==> config.mk <==
export PLATFORM = sky130hd
export DESIGN_NAME = i2c_cmd_sequencer
export DESIGN_NICKNAME = d
export VERILOG_FILES = /design/src/rtl/i2c_cmd_sequencer.sv
export SDC_FILE = /design/constraint.sdc
export NUM_CORES = 1
export LEC_CHECK = 0
export CAP_MARGIN = 20
export CORE_ASPECT_RATIO = 1.4
export CORE_MARGIN = 2
export CORE_UTILIZATION = 35
export CTS_CLUSTER_DIAMETER = 50
export DETAILED_ROUTE_END_ITERATION = 10
export GPL_ROUTABILITY_DRIVEN = 0
export HOLD_SLACK_MARGIN = 0.05
export PLACE_DENSITY = 0.57
export SLEW_MARGIN = 20
export SYNTH_ARGS = -nofsm -noshare
export SYNTH_HDL_FRONTEND = slang
export SYNTH_SLANG_ARGS = --single-unit
export TNS_END_PERCENT = 50
==> constraint.sdc <==
create_clock -name clk -period 2.1 [get_ports clk]
set_clock_uncertainty 0.05 [all_clocks]
set_input_delay 0.42 -clock clk [delete_from_list [all_inputs] [get_ports clk]]
set_output_delay 0.42 -clock clk [all_outputs]
set_load 0.05 [all_outputs]
==> src/rtl/i2c_cmd_sequencer.sv <==
// i2c_cmd_sequencer: queues host read/write commands and issues them one
// at a time to the I2C EEPROM master. Watchdog: define I2C_SEQ_TIMEOUT_EN.
module i2c_cmd_sequencer #(
  parameter int DEPTH     = 4,
  parameter int NEWD_HOLD = 24,
  parameter int TIMEOUT   = 4096
) (
  input  logic                   clk,
  input  logic                   rst,
  input  logic                   cmd_valid,
  output logic                   cmd_ready,
  input  logic                   cmd_wr,
  input  logic [6:0]             cmd_addr,
  input  logic [7:0]             cmd_wdata,
  output logic                   newd,
  output logic                   wr,
  output logic [6:0]             addr,
  output logic [7:0]             wdata,
  input  logic                   done,
  input  logic [7:0]             rdata,
  output logic                   rsp_valid,
  input  logic                   rsp_ready,
  output logic                   rsp_wr,
  output logic [7:0]             rsp_data,
  output logic                   rsp_err,
  output logic                   busy,
  output logic [$clog2(DEPTH):0] fifo_count
);
  localparam int AW = $clog2(DEPTH);
  localparam int HW = $clog2(NEWD_HOLD + 1);

  typedef enum logic [1:0] {
    IDLE,
    ISSUE,
    WAIT_DONE
  } state_t;

  state_t        state;
  logic [15:0]   mem [DEPTH];
  logic [AW-1:0] wptr;
  logic [AW-1:0] rptr;
  logic [AW:0]   count;
  logic [HW-1:0] hold;
  logic          done_q;
  logic          push;
  logic          pop;
  logic          done_rise;
  logic          timeout_hit;
  logic          finish;

  if (DEPTH < 2 || (DEPTH & (DEPTH - 1)) != 0 ||
      NEWD_HOLD < 2 || TIMEOUT < 1) begin : g_bad_cfg
    $error("i2c_cmd_sequencer: illegal parameters");
  end

  assign cmd_ready  = (count != (AW+1)'(DEPTH));
  assign fifo_count = count;
  assign busy       = (state != IDLE);
  assign push       = cmd_valid && cmd_ready;
  assign pop        = (state == IDLE) && (count != '0) && !rsp_valid;
  assign done_rise  = done && !done_q;
  assign finish     = (state != IDLE) && (done_rise || timeout_hit);

`ifdef I2C_SEQ_TIMEOUT_EN
  localparam int TW = $clog2(TIMEOUT + 1);
  logic [TW-1:0] wdog;

  assign timeout_hit = (state == WAIT_DONE) && !done_rise &&
                       (wdog == TW'(TIMEOUT - 1));

  // Watchdog counts cycles spent waiting for completion
  always_ff @(posedge clk or negedge rst) begin
    if (!rst) begin
      wdog    <= '0;
      rsp_err <= 1'b0;
    end else begin
      wdog <= (state == WAIT_DONE) ? wdog + TW'(1) : '0;
      if (finish) rsp_err <= timeout_hit;
    end
  end
`else
  assign timeout_hit = 1'b0;
  assign rsp_err     = 1'b0;
`endif

  // Queue storage; contents are don't-care until a push fills them
  always_ff @(posedge clk) begin
    if (push) mem[wptr] <= {cmd_wr, cmd_addr, cmd_wdata};
  end

  // Queue pointers, occupancy and done edge history
  always_ff @(posedge clk or negedge rst) begin
    if (!rst) begin
      wptr   <= '0;
      rptr   <= '0;
      count  <= '0;
      done_q <= 1'b0;
    end else begin
      done_q <= done;
      if (push) wptr <= wptr + AW'(1);
      if (pop) rptr <= rptr + AW'(1);
      if (push && !pop) count <= count + (AW+1)'(1);
      else if (pop && !push) count <= count - (AW+1)'(1);
    end
  end

  // Issue/complete sequencing with registered master and response outputs
  always_ff @(posedge clk or negedge rst) begin
    if (!rst) begin
      state     <= IDLE;
      newd      <= 1'b0;
      wr        <= 1'b0;
      addr      <= '0;
      wdata     <= '0;
      hold      <= '0;
      rsp_valid <= 1'b0;
      rsp_wr    <= 1'b0;
      rsp_data  <= '0;
    end else begin
      if (rsp_valid && rsp_ready) rsp_valid <= 1'b0;
      if (finish) begin
        newd      <= 1'b0;
        rsp_valid <= 1'b1;
        rsp_wr    <= wr;
        rsp_data  <= (wr || timeout_hit) ? 8'h00 : rdata;
        state     <= IDLE;
      end else begin
        unique case (state)
          IDLE: begin
            if (pop) begin
              {wr, addr, wdata} <= mem[rptr];
              newd  <= 1'b1;
              hold  <= HW'(NEWD_HOLD - 1);
              state <= ISSUE;
            end
          end
          ISSUE: begin
            if (hold == '0) begin
              newd  <= 1'b0;
              state <= WAIT_DONE;
            end else begin
              hold <= hold - HW'(1);
            end
          end
          WAIT_DONE: ;
          default: state <= IDLE;
        endcase
      end
    end
  end
endmodule
Word-level counts from Yosys, hierarchy flattened
Memory sizes are Yosys's and may differ from the RTL's. A register that Yosys moved wholly into a read port is not among the register bits.
Cells that the tools add are included.
{ "classes": {"add_sub_neg": 5, "eq_ne": 8, "mux": 18, "bitwise": 1, "n_reduce_logical": 25} }
{ "op_table": {"columns": ["cell", "n"], "rows": [
  ["$mux W5", 2],
  ["$pmux W5 S2", 1],
  ["$ne A3 B3 Y1 const B", 3],
  ["$reduce_and A3 Y1", 3],
  ["$logic_and A1 B1 Y1", 8],
  ["$mux W8", 1],
  ["$reduce_bool A2 Y1", 4],
  ["$mux W1", 7],
  ["$mux W2", 3],
  ["$mux W3", 2],
  ["$ne A2 B2 Y1 const B", 3],
  ["$pmux W2 S3", 1],
  ["$reduce_bool A3 Y1", 2],
  ["$logic_not A1 Y1", 5],
  ["$logic_not A5 Y1", 1],
  ["$sub A5 B1 Y5 const B", 1],
  ["$add A2 B1 Y2 const B", 2],
  ["$reduce_and A4 Y1", 1],
  ["$add A3 B1 Y3 const B", 1],
  ["$sub A3 B1 Y3 const B", 1],
  ["$eq A2 B1 Y1 const B", 1],
  ["$eq A2 B2 Y1 const B", 1],
  ["$logic_not A2 Y1", 1],
  ["$pmux W1 S2", 1],
  ["$not A1 Y1", 1]
]} }
{ "word_totals": {"regBits": 26, "ram_bits": 64, "out_inout_bits": 33, "n_memories": 1} }
{ "memory_table": {"columns": ["memory", "depth", "word_bits", "rd", "rd_clocked_by_memory_dff", "wr", "line_no", "rtl"], "rows": [
  ["mem", 4, 16, 1, 1, 1, "39", "logic [15:0] mem [DEPTH];"]
]} }

Logic depth before layout (Yosys ltp)
{ "depth": {"depth_word": 6, "depth_mapped": 10, "mapped_depth_nobuf": 9} }

Least setup slack after synthesis
No wires, ideal clock.
{ "synth_timing": {"kind": "reg2reg", "from": "register count[2] (netlist: fifo_count[2])", "to": "register count[1] (netlist: fifo_count[1])", "setup_time_ns": 0.125, "t_arrival_ns": 2.451, "required_time_ns": 1.925, "setup_slack_ns": -0.526, "path_stages_with_launch": 7, "path_buffers": 0, "synth_period_minus_slack_ns": 2.626, "path_cell_list": "dfrtp_1 -> nand2_1 -> and2_0 -> ha_1 -> inv_1 -> fa_1 -> mux2_2"} }
{ "synth_between": {"word_cells_on_any_way": 11, "classes_between": "eq/ne: 1; mux: 1; reduce/logical: 9"} }
{ "synth_lines": {"columns": ["element", "line_no", "rtl"], "rows": [
  ["start: declaration", "42", "logic [AW:0] count;"],
  ["start signal: assignment", "102", "if (push && !pop) count <= count + (AW+1)'(1);"],
  ["start signal: assignment", "103", "else if (pop && !push) count <= count - (AW+1)'(1);"],
  ["$ne A3 B3 Y1 *", "56", "assign cmd_ready = (count != (AW+1)'(DEPTH));"],
  ["net cmd_ready", "11", "output logic cmd_ready,"],
  ["$logic_and A1 B1 Y1 *", "59", "assign push = cmd_valid && cmd_ready;"],
  ["net push", "45", "logic push;"],
  ["$logic_not A1 Y1", "103", null],
  ["$logic_and A1 B1 Y1", "103", null],
  ["$reduce_bool A2 Y1 (no line)", null, null]
]} }
Mark *: on every way through the listed nets, which the timed path passes. The rest lies on a longest branch.
A chain may end at the register's enable or synchronous reset.

Worst setup path after layout
{ "layout_timing": {"from": "register wdata[0]", "to": "output port wdata[0]"} }
{ "layout_lines": {"columns": ["element", "line_no", "rtl"], "rows": [
  ["start: declaration", "18", "output logic [7:0] wdata,"],
  ["start signal: assignment", "131", "{wr, addr, wdata} <= mem[rptr];"]
]} }
No word-level cell between the ends.

==> results by group <==
Outcome
  – Status: finished clean

Logic synthesis
  – Mapped Cells: 243
  – Count of different cell masters after synthesis: 44
  – Top cells by area, synth: edfxtp_1 45%, dfrtp_1 24%, mux4_1 4.9%, mux4_2 4.2%, mux2_2 2.9%
  – Leading area contributor after synthesis: edfxtp_1
  – Avg Inst Size Synth: around 18 sq um
  – Async SR Flop Fraction: 39.6%
  – Ys Warns: 0
  – Seq cells post-synth: ~110
  – Seq/Total Area, Yosys: 69.1%
  – Primary FF master, synth: edfxtp_1
  – Synth top area share: 44.7%
  – Syn_nets: 279
  – Synthesized area: around 4300 sq um
  – Post-synth EDFFs: 64

Die
  – Core area: 11900 sq um
  – Num ports: 62
  – Initial Util: 36.0%
  – Die ar.: approximately 13000 sq um
  – Chip Height: 135 um
  – Num rows: 47
  – Chip width: roughly 98 um

Setup path
  – Crit-path max FO: 2
  – Delay-heaviest family, CP: buffers and inverters
  – Worst setup path class: reg -> out
  – Startpoint class of the critical path: flop
  – Worst EP required: between 1.5 and 2 ns
  – WP buf/inv: 1
  – Slowest cell on crit path: clkdlybuf4s50_1
  – Critical path, cell by cell: clkdlybuf4s50_1
  – Worst setup EP type: output port
  – Crit-path max cell delay: 0.82 ns
  – Worst EP arrival: about 1.5 ns

Clock tree
  – CTS Root Cell: clkbuf_16
  – CTS H-tree lvls: 3
  – Reg clk slew, reported paths: 0.07 ns
  – Worst-Skew Late Latency: 0.34 ns
  – CTS Sinks: ~110
  – Post-CTS setup buffers: 0
  – CTS tree: yes
  – Max Root-Sink Buffers: 2
  – Cts bufs inserted: 9
  – Post-CTS sizing: 0
  – Hold_buf cts: 0

Route
  – Initial DRC count: 65
  – Vias per std cell: a little under 5
  – Post-DR wirelength/cell: 16.8 um
  – Residual DRC count: 0
  – Post-route ant nets: 0
  – Post-Route WL: approximately 8000 um
  – Via count: 2277
  – Drt first pass iters: 4

Job
  – Max Cap Violations: 0

Global route
  – Vias in the first global route: 2409
  – First-pass GRT wire length: 12600 um
  – Largest net degree at the start of global routing: 43
  – GRT overflow: 0
  – Antenna violations before repair: 0
  – GRT Total Usage: about an eighth

STA
  – Setup TNS: 0 ns
  – Hold slack: 0.106 ns
  – Final Setup Violations: 0
  – Slew headroom: between 60% and 70%
  – Post-layout min period: 2.01 ns
  – Post-route setup slack: between 0.08 and 0.09 ns
  – RSZ-0062 raised after global routing: false
  – Final Max Slew Viols: 0
  – Slew @ Worst Pin: slightly below 0.6 ns
  – Final worst-path cycle share: 95.8%
  – Fmax: 0.497 GHz
  – Final Hold Viols: 0

Power
  – Total power: around 0.0087 W
  – Pint: 0.00547 W
  – Leak: 2.07 nW
  – Sw Ratio: 36.9%
  – Comb pwr share: 42.8%
  – Clk network pwr share: 19.6%
  – Part of the power in registers: 37.6%
  – Max IR drop VDD: 503 uV
  – NetSw: 0.00319 W
  – P per Cell Area: 1580 nW/um^2

Layout
  – # diodes: 0
  – Area grow syn2layout: 27.7%
  – Util after Layout: 46.0%
  – Share of cells above drive strength 1: 25.3%
  – Final nets: between 300 and 400

Place
  – DP Worst Slack: -0.00427 ns
  – Hpwl dp: 5070 um
  – I/O Buffers: 60

Worst hold path
  – Hold Path Class: in -> async
-- synthesized netlist by cell type (all sizes together) (2+ instances only) --
master / number
nor2b: 2
or3: 2
mux2: 19
and3: 4
xnor2: 3
nor2: 6
o21ai: 10
nor3: 5
nor3b: 2
dfrtp: 42
buf: 9
edfxtp: 64
nand2: 15
inv: 8
mux4: 16
ha: 6
nand2b: 10
nand3: 2
xor2: 3
-- cells by family (layout without fill, tap and decap cells) --
group	count (synthesis)	after routing	share of synthesized area [%]
AO/OA/AOI/OAI	17	17	2.62
XOR/XNOR	6	6	1.22
adder cells (fa/ha/maj)	7	7	2.21
buffers and inverters	17	98	2.53
flip-flops	106	106	69.1
multiplexers	35	35	14.7
other	1	1	0.0872
AND/OR/NAND/NOR	54	54	7.50
-- worst register-to-register path, cell delays in order, from the launching register on --
cell and delay [ns]:
dfrtp_1 0.38, or3_4 0.42, nor2_4 0.12, inv_4 0.05, ha_4 0.16, inv_2 0.05
fa_2 0.41, mux2_2 0.26
-- state kept, by name (all words and copies together), names as in the netlist, 2 cells and up --
register    flops
state           2
mem            64
wptr            2
addr            7
fifo_count      3
hold            5
wdata           8
rptr            2
rsp_data        8
-- cell usage in the layout (no fill, tap or decap), types with 2 or more instances in the layout --
master	synthesis	routed
edfxtp_1	64	64
clkdlybuf4s50_1	0	52
dfrtp_1	42	38
buf_4	1	16
nand2_1	15	14
mux2_2	11	11
o21ai_0	10	10
nand2b_1	10	10
clkbuf_16	0	9
mux4_2	8	8
mux2_4	8	8
mux4_1	8	8
inv_1	8	6
nor2_1	5	5
ha_1	6	5
buf_12	1	5
and3_1	4	4
nor3_1	4	4
dfrtp_2	0	4
xnor2_1	3	3
xor2_1	3	3
nor2b_1	2	2
nand3_1	2	2
clkinvlp_4	0	2
-- final cells by class --
type	count	area [sq um]
fillers	1047	6440
flip-flops and latches	106	2980
multi-input cells	120	1250
repair buffers	74	746
clock buffers	10	239
well taps	147	184
clock inverters	6	65.1
inverters	8	32.5
-- metal layers --
| metal | track usage (%) | part of all wire [%] | up-vias |
|---|---|---|---|
| li1 | - | - | 1070 |
| met4 | 6.02 | 2.0 | 0 |
| met3 | 3.15 | 3.6 | 12 |
| met2 | 22.0 | 53 | 56 |
| met1 | 14.9 | 42 | 1139 |
| met5 | 0 | 0 | - |
-- power by group through the flow --
stage	sequential, W	clock, W	combinational (W)
floorplan	0.00412	0	0.00178
global placement	0.00328	0	0.00372
detailed placement	0.00331	0	0.00378
CTS	0.00327	0.00175	0.00378
global route	0.00334	0.00182	0.00397
finish	0.00325	0.00170	0.00371
-- through the flow --
| stage | instance area (sq um) | cells |
|---|---|---|
| 6_report | 5500 | 471 |
| 5_1_grt | 5500 | 471 |
| 2_1_floorplan | 4340 | 243 |
| 4_1_cts | 5500 | 471 |
| 3_3_place_gp | 5190 | 455 |
| 3_5_place_dp | 5190 | 455 |
-- worst paths after layout --
check | start | slack (ns) | cells after the start | to
setup / recovery | wdata[0] | 0.09 | 1 | wdata[0]
hold / removal | rst | 0.11 | 2 | rsp_data[1]
setup reg to reg | state[1] | 0.09 | 7 | fifo_count[1]
hold reg to reg | rsp_data[1] | 0.43 | 2 | rsp_data[1]
max in group asynchronous | rst | 1.46 | 2 | fifo_count[2]
min in group clk | rsp_data[1] | 0.43 | 2 | rsp_data[1]
No activity file was read; power rests on OpenSTA's default activity.
